## src/rtl/alu_flags.sv

```systemverilog
// alu_flags: registers the ALU result, applies an optional BCD adjust after
// additions and maintains the 6502 processor status register {N,V,1,B,D,I,Z,C}.
`ifndef ALU_FLAGS_DEFS
`define ALU_FLAGS_DEFS
`define OPP_WIDTH 5
`define REG_WIDTH 8
`define SUM 5'b00001
`define AND 5'b00010
`define OR  5'b00100
`define XOR 5'b01000
`define SR  5'b10000
`endif

module alu_flags #(
  parameter bit DEC_EN = 1'b1
) (
  input  logic                  phi1,
  input  logic                  reset_n,
  input  logic                  wout,
  input  logic [`OPP_WIDTH-1:0] func,
  input  logic [`REG_WIDTH-1:0] add,
  input  logic                  carry_out,
  input  logic                  half_carry,
  input  logic                  overflow,
  input  logic                  dec_mode,
  input  logic                  p_load,
  input  logic [7:0]            p_in,
  input  logic                  flag_wr,
  input  logic [2:0]            flag_sel,
  input  logic                  flag_val,
  output logic [`REG_WIDTH-1:0] result,
  output logic                  result_valid,
  output logic                  busy,
  output logic [7:0]            status
);

  localparam int unsigned RW    = `REG_WIDTH;
  localparam int unsigned FLG_N = 7;
  localparam int unsigned FLG_V = 6;
  localparam int unsigned FLG_1 = 5;
  localparam int unsigned FLG_B = 4;
  localparam int unsigned FLG_Z = 1;
  localparam int unsigned FLG_C = 0;
  localparam logic [7:0]  P_RST = 8'h24;

  typedef enum logic [0:0] {
    S_IDLE = 1'b0,
    S_ADJ  = 1'b1
  } state_t;

  state_t        r_state, w_state_nxt;
  logic [RW-1:0] r_result, w_result_nxt;
  logic          r_valid, w_valid_nxt;
  logic          r_busy, w_busy_nxt;
  logic [7:0]    r_p, w_p_nxt;
  logic [RW-1:0] r_cap_add, w_cap_add_nxt;
  logic          r_cap_c, w_cap_c_nxt;
  logic          r_cap_h, w_cap_h_nxt;
  logic          r_cap_v, w_cap_v_nxt;

  logic          w_is_dec;
  logic          w_lo_adj;
  logic          w_hi_adj;
  logic [RW-1:0] w_t1;
  logic [RW-1:0] w_t2;

  // Decimal adjust of the captured sum: low nibble first, then high nibble.
  assign w_lo_adj = r_cap_h | (r_cap_add[3:0] > 4'd9);
  assign w_t1     = r_cap_add + (w_lo_adj ? RW'(8'h06) : RW'(8'h00));
  assign w_hi_adj = r_cap_c | (w_t1 > RW'(8'h99));
  assign w_t2     = w_t1 + (w_hi_adj ? RW'(8'h60) : RW'(8'h00));

  assign w_is_dec = DEC_EN && (func == `SUM) && dec_mode;

  // State, result, capture and status registers.
  always_ff @(posedge phi1 or negedge reset_n) begin
    if (!reset_n) begin
      r_state   <= S_IDLE;
      r_result  <= '0;
      r_valid   <= 1'b0;
      r_busy    <= 1'b0;
      r_p       <= P_RST;
      r_cap_add <= '0;
      r_cap_c   <= 1'b0;
      r_cap_h   <= 1'b0;
      r_cap_v   <= 1'b0;
    end else begin
      r_state   <= w_state_nxt;
      r_result  <= w_result_nxt;
      r_valid   <= w_valid_nxt;
      r_busy    <= w_busy_nxt;
      r_p       <= w_p_nxt;
      r_cap_add <= w_cap_add_nxt;
      r_cap_c   <= w_cap_c_nxt;
      r_cap_h   <= w_cap_h_nxt;
      r_cap_v   <= w_cap_v_nxt;
    end
  end

  // Next state, result and flags; explicit loads override ALU flag updates.
  always_comb begin
    w_state_nxt   = r_state;
    w_result_nxt  = r_result;
    w_valid_nxt   = 1'b0;
    w_busy_nxt    = 1'b0;
    w_p_nxt       = r_p;
    w_cap_add_nxt = r_cap_add;
    w_cap_c_nxt   = r_cap_c;
    w_cap_h_nxt   = r_cap_h;
    w_cap_v_nxt   = r_cap_v;

    case (r_state)
      S_IDLE: begin
        if (wout) begin
          if (w_is_dec) begin
            w_cap_add_nxt = add;
            w_cap_c_nxt   = carry_out;
            w_cap_h_nxt   = half_carry;
            w_cap_v_nxt   = overflow;
            w_busy_nxt    = 1'b1;
            w_state_nxt   = S_ADJ;
          end else begin
            w_result_nxt = add;
            w_valid_nxt  = 1'b1;
            case (func)
              `SUM: begin
                w_p_nxt[FLG_N] = add[RW-1];
                w_p_nxt[FLG_Z] = (add == '0);
                w_p_nxt[FLG_C] = carry_out;
                w_p_nxt[FLG_V] = overflow;
              end
              `AND, `OR, `XOR: begin
                w_p_nxt[FLG_N] = add[RW-1];
                w_p_nxt[FLG_Z] = (add == '0);
              end
              `SR: begin
                w_p_nxt[FLG_N] = add[RW-1];
                w_p_nxt[FLG_Z] = (add == '0);
                w_p_nxt[FLG_C] = carry_out;
              end
              default: ;
            endcase
          end
        end
      end
      S_ADJ: begin
        w_result_nxt   = w_t2;
        w_valid_nxt    = 1'b1;
        w_p_nxt[FLG_N] = w_t2[RW-1];
        w_p_nxt[FLG_Z] = (w_t2 == '0);
        w_p_nxt[FLG_C] = r_cap_c | w_hi_adj;
        w_p_nxt[FLG_V] = r_cap_v;
        w_state_nxt    = S_IDLE;
      end
      default: w_state_nxt = S_IDLE;
    endcase

    if (flag_wr && (flag_sel != 3'(FLG_B)) && (flag_sel != 3'(FLG_1))) begin
      w_p_nxt[flag_sel] = flag_val;
    end
    if (p_load) begin
      w_p_nxt = p_in;
    end
    w_p_nxt[FLG_1] = 1'b1;
    w_p_nxt[FLG_B] = 1'b0;
  end

  assign result       = r_result;
  assign result_valid = r_valid;
  assign busy         = r_busy;
  assign status       = r_p;

endmodule

```

## config.mk

```make
export PLATFORM = sky130hd
export DESIGN_NAME = alu_flags
export DESIGN_NICKNAME = d
export VERILOG_FILES = /design/src/rtl/alu_flags.sv
export SDC_FILE = /design/constraint.sdc
export NUM_CORES = 1
export LEC_CHECK = 0
export BUFFER_PORTS_ARGS = -buffer_cell sky130_fd_sc_hd__buf_2
export CAP_MARGIN = 20
export CORE_UTILIZATION = 25
export DETAILED_ROUTE_END_ITERATION = 10
export PLACE_DENSITY = 0.48
export SETUP_SLACK_MARGIN = 0.5
export SLEW_MARGIN = 20
export SYNTH_ARGS = -nofsm -noshare
export SYNTH_HDL_FRONTEND = slang
export SYNTH_SLANG_ARGS = --single-unit
```

## constraint.sdc

```tcl
create_clock -name phi1 -period 10.15 [get_ports phi1]
set_input_delay 2.03 -clock phi1 [delete_from_list [all_inputs] [get_ports phi1]]
set_output_delay 2.03 -clock phi1 [all_outputs]
set_load 0.01 [all_outputs]
```

* Word-level counts from Yosys, hierarchy flattened
Cells that the tools add are included.
** Word-level totals
- Register bits after elaboration :: 28
** Cells by class
- Bitwise logic cells :: 4
- Reduce and logical (&&, ||, !) cells :: 11
- Multiplexer cells :: 27
- $lt $le $gt $ge :: 4
- Equality and inequality tests :: 9
- Add/subtract/negate cells :: 2
** Operator list (number)
- 8-bit two-way mux :: 4
- 8-bit zero test :: 2
- 8-bit case mux with 2 select lines :: 1
- 1-bit two-way mux :: 10
- 8-bit by 3-bit adder with 8-bit output :: 1
- 8-bit by 7-bit adder with 8-bit output :: 1
- 8-bit bitwise mux :: 1
- 8-bit > comparator, second input constant :: 1
- 2-bit two-way mux :: 4
- 2-bit case mux with 2 select lines :: 2
- 7-bit two-way mux :: 1
- 3-bit inequality test, second input constant :: 2
- 5-bit by 1-bit == test with 1-bit output, second input constant :: 1
- 5-bit by 2-bit == test with 1-bit output, second input constant :: 1
- 5-bit by 3-bit == test with 1-bit output, second input constant :: 1
- 5-bit by 4-bit == test with 1-bit output, second input constant :: 1
- 5-bit == test, second input constant :: 1
- 5-bit OR reduction :: 1
- 4-bit > comparator, second input constant :: 1
- 1-bit logical AND :: 4
- 3-bit by 4-bit < comparator with 1-bit output, second input constant :: 1
- 2-bit inequality test, second input constant :: 2
- 1-bit case mux with 2 select lines :: 2
- 1-bit demux with 3-bit select :: 1
- other kinds (8) :: 10

* Logic depth before layout (Yosys ltp)
Gate-level depths: netlist of the first run.
- Depth after elaboration :: 13
- Mapped depth :: 16
- Depth with buffers taken out :: 15

* Least setup slack after synthesis of the first run
Ideal clock, no wire load.
- Kind :: reg2reg
- Start point :: register r_cap_add[3]
- End point :: register r_p[1] (netlist: status[1])
- Setup slack :: 6716 ps
- Data arrival time :: 3351 ps
- Clock period less this slack :: 3434 ps
- Required time :: 10068 ps
- Path buffers :: 1
- Cell stages (with the launch flop) :: 17
- Cell sequence :: dfrtp_1 buf_2 o21ai_0 nand2b_1 ha_1 fa_1 and3_1 nor3_1 a31oi_1 o31ai_1 nand2b_1 ha_1 fa_1 xor2_1 xnor2_1 o31a_1 o22ai_1
** On the way
- Cells in the longest elaborated chain, start to end :: 13
** RTL lines
- from (decl) :: line 56 : logic [RW-1:0] r_cap_add, w_cap_add_nxt;
- from (signal assigned) :: line 93 : r_cap_add <= w_cap_add_nxt;
- 4-bit > comparator :: line 68 : assign w_lo_adj = r_cap_h | (r_cap_add[3:0] > 4'd9);
- 1-bit OR :: line 68
- 3-bit two-way mux :: line 69 : assign w_t1 = r_cap_add + (w_lo_adj ? RW'(8'h06) : RW'(8'h00));
- 8-bit by 3-bit adder with 8-bit output (*) :: line 69
- 8-bit > comparator :: line 70 : assign w_hi_adj = r_cap_c | (w_t1 > RW'(8'h99));
- 1-bit OR :: line 70
- 7-bit two-way mux :: line 71 : assign w_t2 = w_t1 + (w_hi_adj ? RW'(8'h60) : RW'(8'h00));
- 8-bit by 7-bit adder with 8-bit output (*) :: line 71
- 8-bit zero test (*) :: line 150 : w_p_nxt[FLG_Z] = (w_t2 == '0);
- 2-bit case mux with 2 select lines (*) :: line 112 : case (r_state)
- 8-bit bitwise mux :: line 159 : w_p_nxt[flag_sel] = flag_val;
- 8-bit two-way mux (*) :: line 158 : if (flag_wr && (flag_sel != 3'(FLG_B)) && (flag_sel != 3'(FLG_1))) begin
- 8-bit two-way mux (*) :: line 161 : if (p_load) begin
- net w_p_nxt[1] :: line 55 : logic [7:0] r_p, w_p_nxt;
- to (signal assigned) :: line 92 : r_p <= w_p_nxt;
- to (decl) :: line 55
The timed path passes the listed nets; every way through them passes the cells marked *. The select of a mux whose other input is x is not followed.
A chain may end at the register's enable or synchronous reset.

* Worst setup path in the final report of the first run
- Start point :: register r_cap_add[2]
- End point :: register r_p[1] (netlist: status[1])
Same word-level chain as after synthesis.

==> results.cfg, run 1 <==
[outcome]
status = finished clean

[placed_design]
io_buffers = 47
dp_hpwl_um = 3170
gp_congestion = 0.754

[synthesis]
synthFlopType = dfrtp_1
ys_seq_area_frac = 0.386
synth.avg_cell_area_um2 = 9.84
synth_largest_area_cell = dfrtp_1
yosysMostFrequentCell = dfrtp_1
yosys.cell_types.count = 47
async_flop_share = 1.00
yosysWarnings = 0
synthCells = 178
synth-seq-cells = 27
synth_edf_count = 0
netlist_area_mm2 = 0.00175
ys_top_cells_by_area = dfrtp_1, mux2_1, mux2i_1
yosys-top-cells-count = dfrtp_1, nand2_1, mux2_1, nor2_1, mux2i_1
syn-num-nets = 217
synth_top_area_share = 0.371

[power_and_ir_drop]
power_mw = 0.261
pwr-share-comb = 0.266
p_seq_frac = 0.499
p_per_area_mw_per_mm2 = 125
ir_drop_uv = 63.9
cellLeakagePower_nw = 0.939
intPower_mw = 0.180
p_switching_mw = 0.0810
p_sw_frac = 0.310
clkPwrFrac = 0.235

[clocking]
clkLatencyLatePin_ps = 270
cts_root_buf = clkbuf_8
cts.clk_slew.worst_paths_ps = 90
cts_buffers = 3
ctsHtreeMaxLevel = 1
clockBufferDepth = 2
cts_sinks = 27
cts_tree = done
cts_resized = 0
postCtsSetupRepairBufs = 0
holdBufCountCts = 0

[sta]
fin_tns_setup_ps = 0
grt_setup_unrepaired = false
drv_slew = 0
clock.fmax_ghz = 0.265
post-route-period-util = 0.372
tightestPinTransition_ps = 892
finalClockSkew_ps = 1.84
hold_viol_final = 0
setup_violations = 0
slew_headroom = 0.401
fin_crit_ps = 3770

[final_layout]
area_growth_pct = 19.3
drive_above_1_share = 0.265
final_nets = 259
diodes = 0
fill_cells = 731

[worst_hold_path]
hold_path.class = register to register

[global_route]
grt_pass1_vias = 1410
grt_max_degree = 28
grt_pass1_wl_um = 6730
overflow = 0
antenna_found_initial = 0
grt_usage = 0.117

[detailed_routing]
avgRoutedWirePerCell_um = 13.1
antenna_left = 0
totalWireLength_um = 4120
vias_per_cell = 4.56
post-route-drc-count = 0
drt_iter0_drc = 71
via_count = 1435
dr.pass1.iters = 4

[worst_setup_path]
endpoint_kind = register
crit_arrival_ps = 3970
setup.worst_path.start_class = register
crit_type = register to register
worstPathMaxFanout = 6
cp.required_ps = 10340

[floorplanning]
io_pins = 52
core_area_mm2 = 0.00679
start_util = 0.258
die_area_mm2 = 0.00735
die_y_um = 85.7
die_w_um = 85.7
row_count = 30

[run]
maxCapViolCount = 0
cell families (layout without fill, tap and decap cells):
logic type	count (synthesis)	after routing	share of synthesized area
and+or+nand+nor	59	59	0.185
adders and majority gates	5	5	0.0443
muxes	23	23	0.143
AOI/OAI and AO/OA	39	39	0.145
xor gates and xnor gates	10	10	0.0500
DFF	27	27	0.386
other	2	2	0.00429
buffers and inverters	13	54	0.0421
layout make-up:
| type | count | area (um2) | share of cell area |
|---|---|---|---|
| Clock buffer | 4 | 45.0 | 0.0216 |
| Timing Repair Buffer | 47 | 235 | 0.113 |
| Inverter | 3 | 11.3 | 0.00539 |
| Sequential cell | 27 | 677 | 0.324 |
| Tap cell | 96 | 120 | 0.0575 |
| Multi-Input combinational cell | 138 | 1000 | 0.479 |
power by group through the flow:
stage / logic [mW] / registers, mW / clock network (mW)
after floorplan: 0.0445 / 0.132 / 0
after global placement: 0.0692 / 0.132 / 0
after detailed placement: 0.0703 / 0.132 / 0
after CTS: 0.0709 / 0.130 / 0.0651
after global routing: 0.0787 / 0.132 / 0.0694
final: 0.0694 / 0.130 / 0.0614
worst paths after layout:
kind | from | to | slack, ps | depth (start not counted)
setup / recovery | r_cap_add[2] | status[1] | 6380 | 15
hold / removal | r_cap_h | r_cap_h | 490 | 1
setup reg to reg | r_cap_add[2] | status[1] | 6380 | 15
hold reg to reg | r_cap_h | r_cap_h | 490 | 1
max in group asynchronous | reset_n | r_cap_add[3] | 7980 | 1
min in group asynchronous | reset_n | status[6] | 1770 | 1
critical path: stages, from the launching register on:
cell and delay [ps]:
dfrtp_1 440, o21ai_0 180, nand2b_1 140, ha_1 240, fa_1 490, and3_1 270
nor3_1 150, a31oi_1 90, o31ai_1 220, nand2b_1 140, ha_1 210, fa_1 380
xor2_1 160, xnor2_1 160, o31a_1 290, o22ai_1 150
layer usage:
metal / vias to the layer above / wire length (um) / track usage
li1: 722 / - / -
met1: 687 / 1940 / 0.148
met2: 24 / 2020 / 0.208
met3: 2 / 131 / 0.0164
met4: 0 / 24 / 0.0318
met5: - / 0 / 0
cells in the final DEF (no fill, tap or decap), types with 2 or more instances in the layout:
| cell type | netlist | final |
|---|---|---|
| xor2_1 | 4 | 4 |
| nand2b_1 | 4 | 4 |
| dfrtp_1 | 26 | 26 |
| mux2i_1 | 10 | 10 |
| nand2_1 | 16 | 16 |
| o21ai_2 | 2 | 2 |
| nand3_1 | 3 | 3 |
| o21ai_0 | 5 | 5 |
| a31oi_1 | 3 | 3 |
| nor2b_1 | 2 | 2 |
| nor3_1 | 7 | 7 |
| o21ai_1 | 8 | 8 |
| xnor2_1 | 6 | 6 |
| buf_2 | 2 | 47 |
| a41oi_1 | 2 | 2 |
| clkbuf_8 | 0 | 3 |
| conb_1 | 2 | 2 |
| nand4_1 | 2 | 2 |
| nor2_1 | 12 | 12 |
| or4_1 | 2 | 2 |
| o31ai_1 | 2 | 2 |
| ha_1 | 3 | 3 |
| inv_1 | 2 | 2 |
| nand3b_1 | 4 | 4 |
| mux2_1 | 12 | 12 |
| fa_1 | 2 | 2 |
| a21oi_1 | 9 | 9 |
state kept, by name (all words and copies together) (netlist names):
name,flops
r_cap_add,8
result,8
status,6
busy,1
r_cap_c,1
r_cap_h,1
r_cap_v,1
result_valid,1
metrics by stage:
step / hold WS (ps) / setup slack [ps] / instances / instance area [um2] / util
after floorplan: 448 / 6720 / 178 / 1750 / -
after global placement: 462 / 6280 / 311 / 2040 / 0.301
after detailed placement: 470 / 6260 / 311 / 2040 / 0.301
after CTS: 492 / 6360 / 315 / 2090 / 0.308
after global routing: 524 / 6080 / 315 / 2090 / 0.308
final: 490 / 6380 / 315 / 2090 / 0.308
(Power assumes the default switching activity.)
==> run 2, diff against run 1 <==
==> constraint.sdc (replaced) <==
create_clock -name phi1 -period 3.73 [get_ports phi1]
set_input_delay 0.746 -clock phi1 [delete_from_list [all_inputs] [get_ports phi1]]
set_output_delay 0.746 -clock phi1 [all_outputs]
set_load 0.01 [all_outputs]
==> run 2 against run 1 <==
Die area unchanged. First-iteration DRC count decreased by 28%. Cell area increased by 10%. Clock-buffer cell count decreased by 1. Combinational power increased to 3.7 times the previous value. Clock skew increased by 4.7 ps.
==> results.cfg, run 2 (synthesis gave the netlist of run 1 again) <==
[outcome]
status = finished clean

[worst_setup_path]
setup.worst_path.start_class = register
crit_arrival_ps = 3490
crit_buf_inv = 0
slowest_stage = fa_2
r2r_cells = 14
cp_top_family = adder cells
crit_type = register to register
cp.required_ps = 3930
path_cells = o21ai_1 > nand2b_1 > ha_2 > fa_2 > nor2_4 > nor4b_4 > o31ai_2 > nand2b_1 > ha_2 > fa_2 > nor2_2 > nand4_1 > o31a_1 > o22ai_1
r2r_slack_ps = 440
reg2reg_from = r_cap_add[2]
worstPathMaxFanout = 3
worstReg2RegEnd = status[1]
endpoint_kind = register
max_stage_delay_ps = 560

[floorplanning]
start_util = 0.258
die_y_um = 85.7
io_pins = 52
row_count = 30
core_area_mm2 = 0.00679
die_area_mm2 = 0.00735
die_w_um = 85.7

[power_and_ir_drop]
p_per_area_mw_per_mm2 = 339
clkPwrFrac = 0.220
pwr-share-comb = 0.328
cellLeakagePower_nw = 1.02
ir_drop_uv = 166
p_switching_mw = 0.251
p_seq_frac = 0.452
p_sw_frac = 0.322
intPower_mw = 0.528
power_mw = 0.779

[clocking]
ctsHtreeMaxLevel = 1
clockBufferDepth = 2
holdBufCountCts = 0
cts_buffers = 3
cts.clk_slew.worst_paths_ps = 100
clkLatencyLatePin_ps = 280
cts_tree = done
cts_sinks = 27
cts_root_buf = clkbuf_8

[sta]
clock.fmax_ghz = 0.304
fin_crit_ps = 3290
tightestPinTransition_ps = 854
post-route-period-util = 0.882
fin_tns_setup_ps = 0
drv_slew = 0
hold_viol_final = 0
setup_violations = 0
grt_setup_unrepaired = true
finalClockSkew_ps = 6.57
slew_headroom = 0.427

[detailed_routing]
drt_iter0_drc = 51
post-route-drc-count = 0
vias_per_cell = 4.49
antenna_left = 0
avgRoutedWirePerCell_um = 12.9
totalWireLength_um = 4260
dr.pass1.iters = 3
via_count = 1478

[global_route]
grt_pass1_wl_um = 6890
grt_pass1_vias = 1420
overflow = 0
grt_usage = 0.120
antenna_found_initial = 0
grt_max_degree = 28

[final_layout]
area_growth_pct = 31.2
layout_commonest_cell = buf_2
diodes = 0
drive_above_1_share = 0.386
final_nets = 273
mostFrequentLayoutCells = buf_2, dfrtp_1, nand2_1, buf_4, mux2_1

[run]
maxCapViolCount = 0

[placed_design]
gp_congestion = 0.794
dp_hpwl_um = 3180
io_buffers = 47

[worst_hold_path]
hold_path.class = primary input to async pin
## run 2: cell count changes in the layout (fill, tap and decap cells not counted), moves of 2 or more
cell,delta
buf_4,+13
fa_1,-2
fa_2,+2
ha_1,-3
ha_2,+2
nor2_1,-2
nor3_1,-2
nor3_2,+2
o21ai_0,-2
xnor2_1,-2
xnor2_2,+2
## run 2: final cells by class
cell class                      count  area (um2)
Clock buffer                        3        41.3
Clock inverter                      1        5.00
Fill cell                         736        4500
Inverter                            3        11.3
Multi-Input combinational cell    138        1100
Sequential cell                    27         677
Tap cell                           96         120
Timing Repair Buffer               61         344
## run 2: power groups by stage
| stage | sequential [mW] | clock (mW) | combinational (mW) |
|---|---|---|---|
| 4_1_cts | 0.351 | 0.177 | 0.230 |
| 2_1_floorplan | 0.360 | 0 | 0.128 |
| 3_3_place_gp | 0.358 | 0 | 0.200 |
| 5_1_grt | 0.358 | 0.186 | 0.285 |
| 6_report | 0.352 | 0.171 | 0.256 |
| 3_5_place_dp | 0.359 | 0 | 0.203 |
## run 2: layer usage
layer / vias to the layer above / track usage / routed length (um)
met5: - / 0 / 0
met4: 0 / 0.0379 / 63
met3: 6 / 0.0154 / 119
met2: 24 / 0.197 / 2020
met1: 704 / 0.163 / 2050
li1: 744 / - / -
## run 2: worst max-delay path by stage
stage                      start  cells past startpoint  slack (ps)        end
floorplan           r_cap_add[3]                     16         460  status[1]
global placement    r_cap_add[2]                     14         250  status[1]
detailed placement  r_cap_add[2]                     15         200  status[1]
CTS                 r_cap_add[1]                     15         440  status[1]
finish              r_cap_add[2]                     14         440  status[1]
global route        r_cap_add[2]                     14         230  status[1]
## run 2: what timing repair did
item	CTS	global route
endpoints found under the setup margin	3	3
resized for setup	2	12
pin swaps	9	14
buffers inserted	8	4
## run 2: stage by stage
step | setup slack, ps | hold slack (ps) | area, um2 | instances | util
after floorplan | 463 | 448 | 1780 | 178 | -
after global placement | 251 | 463 | 2090 | 313 | 0.307
after detailed placement | 205 | 477 | 2090 | 313 | 0.307
after CTS | 440 | 492 | 2200 | 325 | 0.324
after global routing | 230 | 518 | 2300 | 329 | 0.338
final | 441 | 471 | 2300 | 329 | 0.338
==> run 3, diff against run 2 <==
--- a/config.mk
+++ b/config.mk
@@ -9,6 +9,7 @@
 export CAP_MARGIN = 20
 export CORE_UTILIZATION = 25
 export DETAILED_ROUTE_END_ITERATION = 10
+export MAX_ROUTING_LAYER = met4
 export PLACE_DENSITY = 0.48
 export SETUP_SLACK_MARGIN = 0.5
 export SLEW_MARGIN = 20
==> run 3 against run 2 <==
Core utilization is the same. Sequential power is essentially flat. Critical endpoint unchanged. Die area is the same. Fmax grew 0.71%. Wire length shrank 0.38%. Clock power is essentially flat. Sequential cell count is the same. Register-to-register slack gained 20 ps. Critical path type unchanged. Clock-buffer cell count is the same. Critical path depth is the same. Largest power group unchanged.
==> results.cfg, run 3 (synthesis gave the netlist of run 1 again) <==
[outcome]
status = finished clean

[placed_design]
dp_hpwl_um = 3180
gp_congestion = 0.806
io_buffers = 47
place_area_mm2 = 0.00209

[final_layout]
regArea_um2 = 677
layout_commonest_cell = buf_2
area_growth_pct = 31.2
fill_cells = 736
final_area_mm2 = 0.00230
mostFrequentLayoutCells = buf_2, dfrtp_1, nand2_1, buf_4, mux2_1
drive_above_1_share = 0.386
multi_input_area_mm2 = 0.00110
diodes = 0
final_nets = 273

[sta]
clock.fmax_ghz = 0.306
hold-worst-slack_ps = 472
setup_violations = 0
drv_slew = 0
tightestPinTransition_ps = 841
post-route-period-util = 0.875
finalClockSkew_ps = 7.56
fin_tns_setup_ps = 0
grt_setup_unrepaired = true
slew_headroom = 0.435
hold_viol_final = 0
fin_crit_ps = 3270

[floorplanning]
die_area_mm2 = 0.00735
start_util = 0.258
die_w_um = 85.7
die_y_um = 85.7
core_area_mm2 = 0.00679
row_count = 30
io_pins = 52

[run]
maxCapViolCount = 0

[detailed_routing]
post-route-drc-count = 0
via_count = 1476
vias_per_cell = 4.49
drt_iter0_drc = 52
antenna_left = 0
avgRoutedWirePerCell_um = 12.9
dr.pass1.iters = 3
totalWireLength_um = 4240

[clocking]
cts_buffers = 3
clkLatencyLatePin_ps = 280
cts_sinks = 27
cts_tree = done
cts_root_buf = clkbuf_8
ctsHtreeMaxLevel = 1
cts.clk_slew.worst_paths_ps = 100
clockBufferDepth = 2

[global_route]
overflow = 0
antenna_found_initial = 0
grt_usage = 0.123
grt_pass1_vias = 1427
grt_max_degree = 28
grt_pass1_wl_um = 6860

[worst_setup_path]
r2r_slack_ps = 460
worstPathMaxFanout = 3
r2r_cells = 14
endpoint_kind = register
cp.required_ps = 3940
crit_type = register to register
crit_arrival_ps = 3470
setup.worst_path.start_class = register
reg2reg_from = r_cap_add[2]
worstReg2RegEnd = status[1]

[power_and_ir_drop]
ir_drop_uv = 166
p_sw_frac = 0.320
intPower_mw = 0.528
p_per_area_mw_per_mm2 = 338
p_switching_mw = 0.249
p_seq_frac = 0.453
clkPwrFrac = 0.219
pwr-share-comb = 0.328
cellLeakagePower_nw = 1.02

[worst_hold_path]
hold_path.class = primary input to async pin
run 3: cell counts in the layout (fill, tap and decap cells not counted):
Identical to the previous run, type by type.
run 3: timing repair:
action / 4_1_cts / 5_1_grt
endpoints found under the setup margin: 3 / 3
hold buffers: 0 / 0
pin swaps: 9 / 14
buffers inserted: 8 / 4
gates resized for setup: 2 / 12
run 3: worst max-delay path, cell delays in order, from the launching register on:
cell	delay, ps
dfrtp_1	410
o21ai_1	140
nand2b_1	100
ha_2	200
fa_2	560
nor2_4	60
nor4b_4	280
o31ai_2	110
nand2b_1	100
ha_2	180
fa_2	450
nor2_2	100
nand4_1	90
o31a_1	280
o22ai_1	150
run 3: power by group through the flow:
stage	sequential (mW)	combinational, mW	clock, mW
after floorplan	0.360	0.128	0
after global placement	0.358	0.200	0
after detailed placement	0.359	0.203	0
after CTS	0.351	0.230	0.177
after global routing	0.358	0.285	0.185
final	0.352	0.255	0.170
run 3: worst max path at each step:
stage	end	depth (start not counted)	slack (ps)	start
final	status[1]	14	460	r_cap_add[2]
after global routing	status[1]	14	230	r_cap_add[2]
after CTS	status[1]	15	440	r_cap_add[1]
after detailed placement	status[1]	15	200	r_cap_add[2]
after global placement	status[1]	14	250	r_cap_add[2]
after floorplan	status[1]	16	460	r_cap_add[3]
run 3: final cells by class:
cell class,count,area share
clock buffers,3,0.0180
repair buffers,61,0.150
multi-input cells,138,0.478
well taps,96,0.0523
flip-flops and latches,27,0.295
inverters,3,0.00490
clock inverters,1,0.00218
run 3: layer usage:
| layer | share of wire | vias to the layer above | track usage |
|---|---|---|---|
| li1 | - | 741 | - |
| met1 | 0.48 | 705 | 0.162 |
| met2 | 0.47 | 24 | 0.198 |
| met3 | 0.029 | 6 | 0.0154 |
| met4 | 0.017 | 0 | 0.0379 |
| met5 | 0 | - | - |
run 3: metrics by stage:
stage / setup WS (ps) / utilization / total power, mW / cells
finish: 464 / 0.338 / 0.777 / 329
global route: 233 / 0.338 / 0.828 / 329
CTS: 440 / 0.324 / 0.758 / 325
detailed placement: 205 / 0.307 / 0.562 / 313
global placement: 251 / 0.307 / 0.558 / 313
floorplan: 463 / - / 0.488 / 178
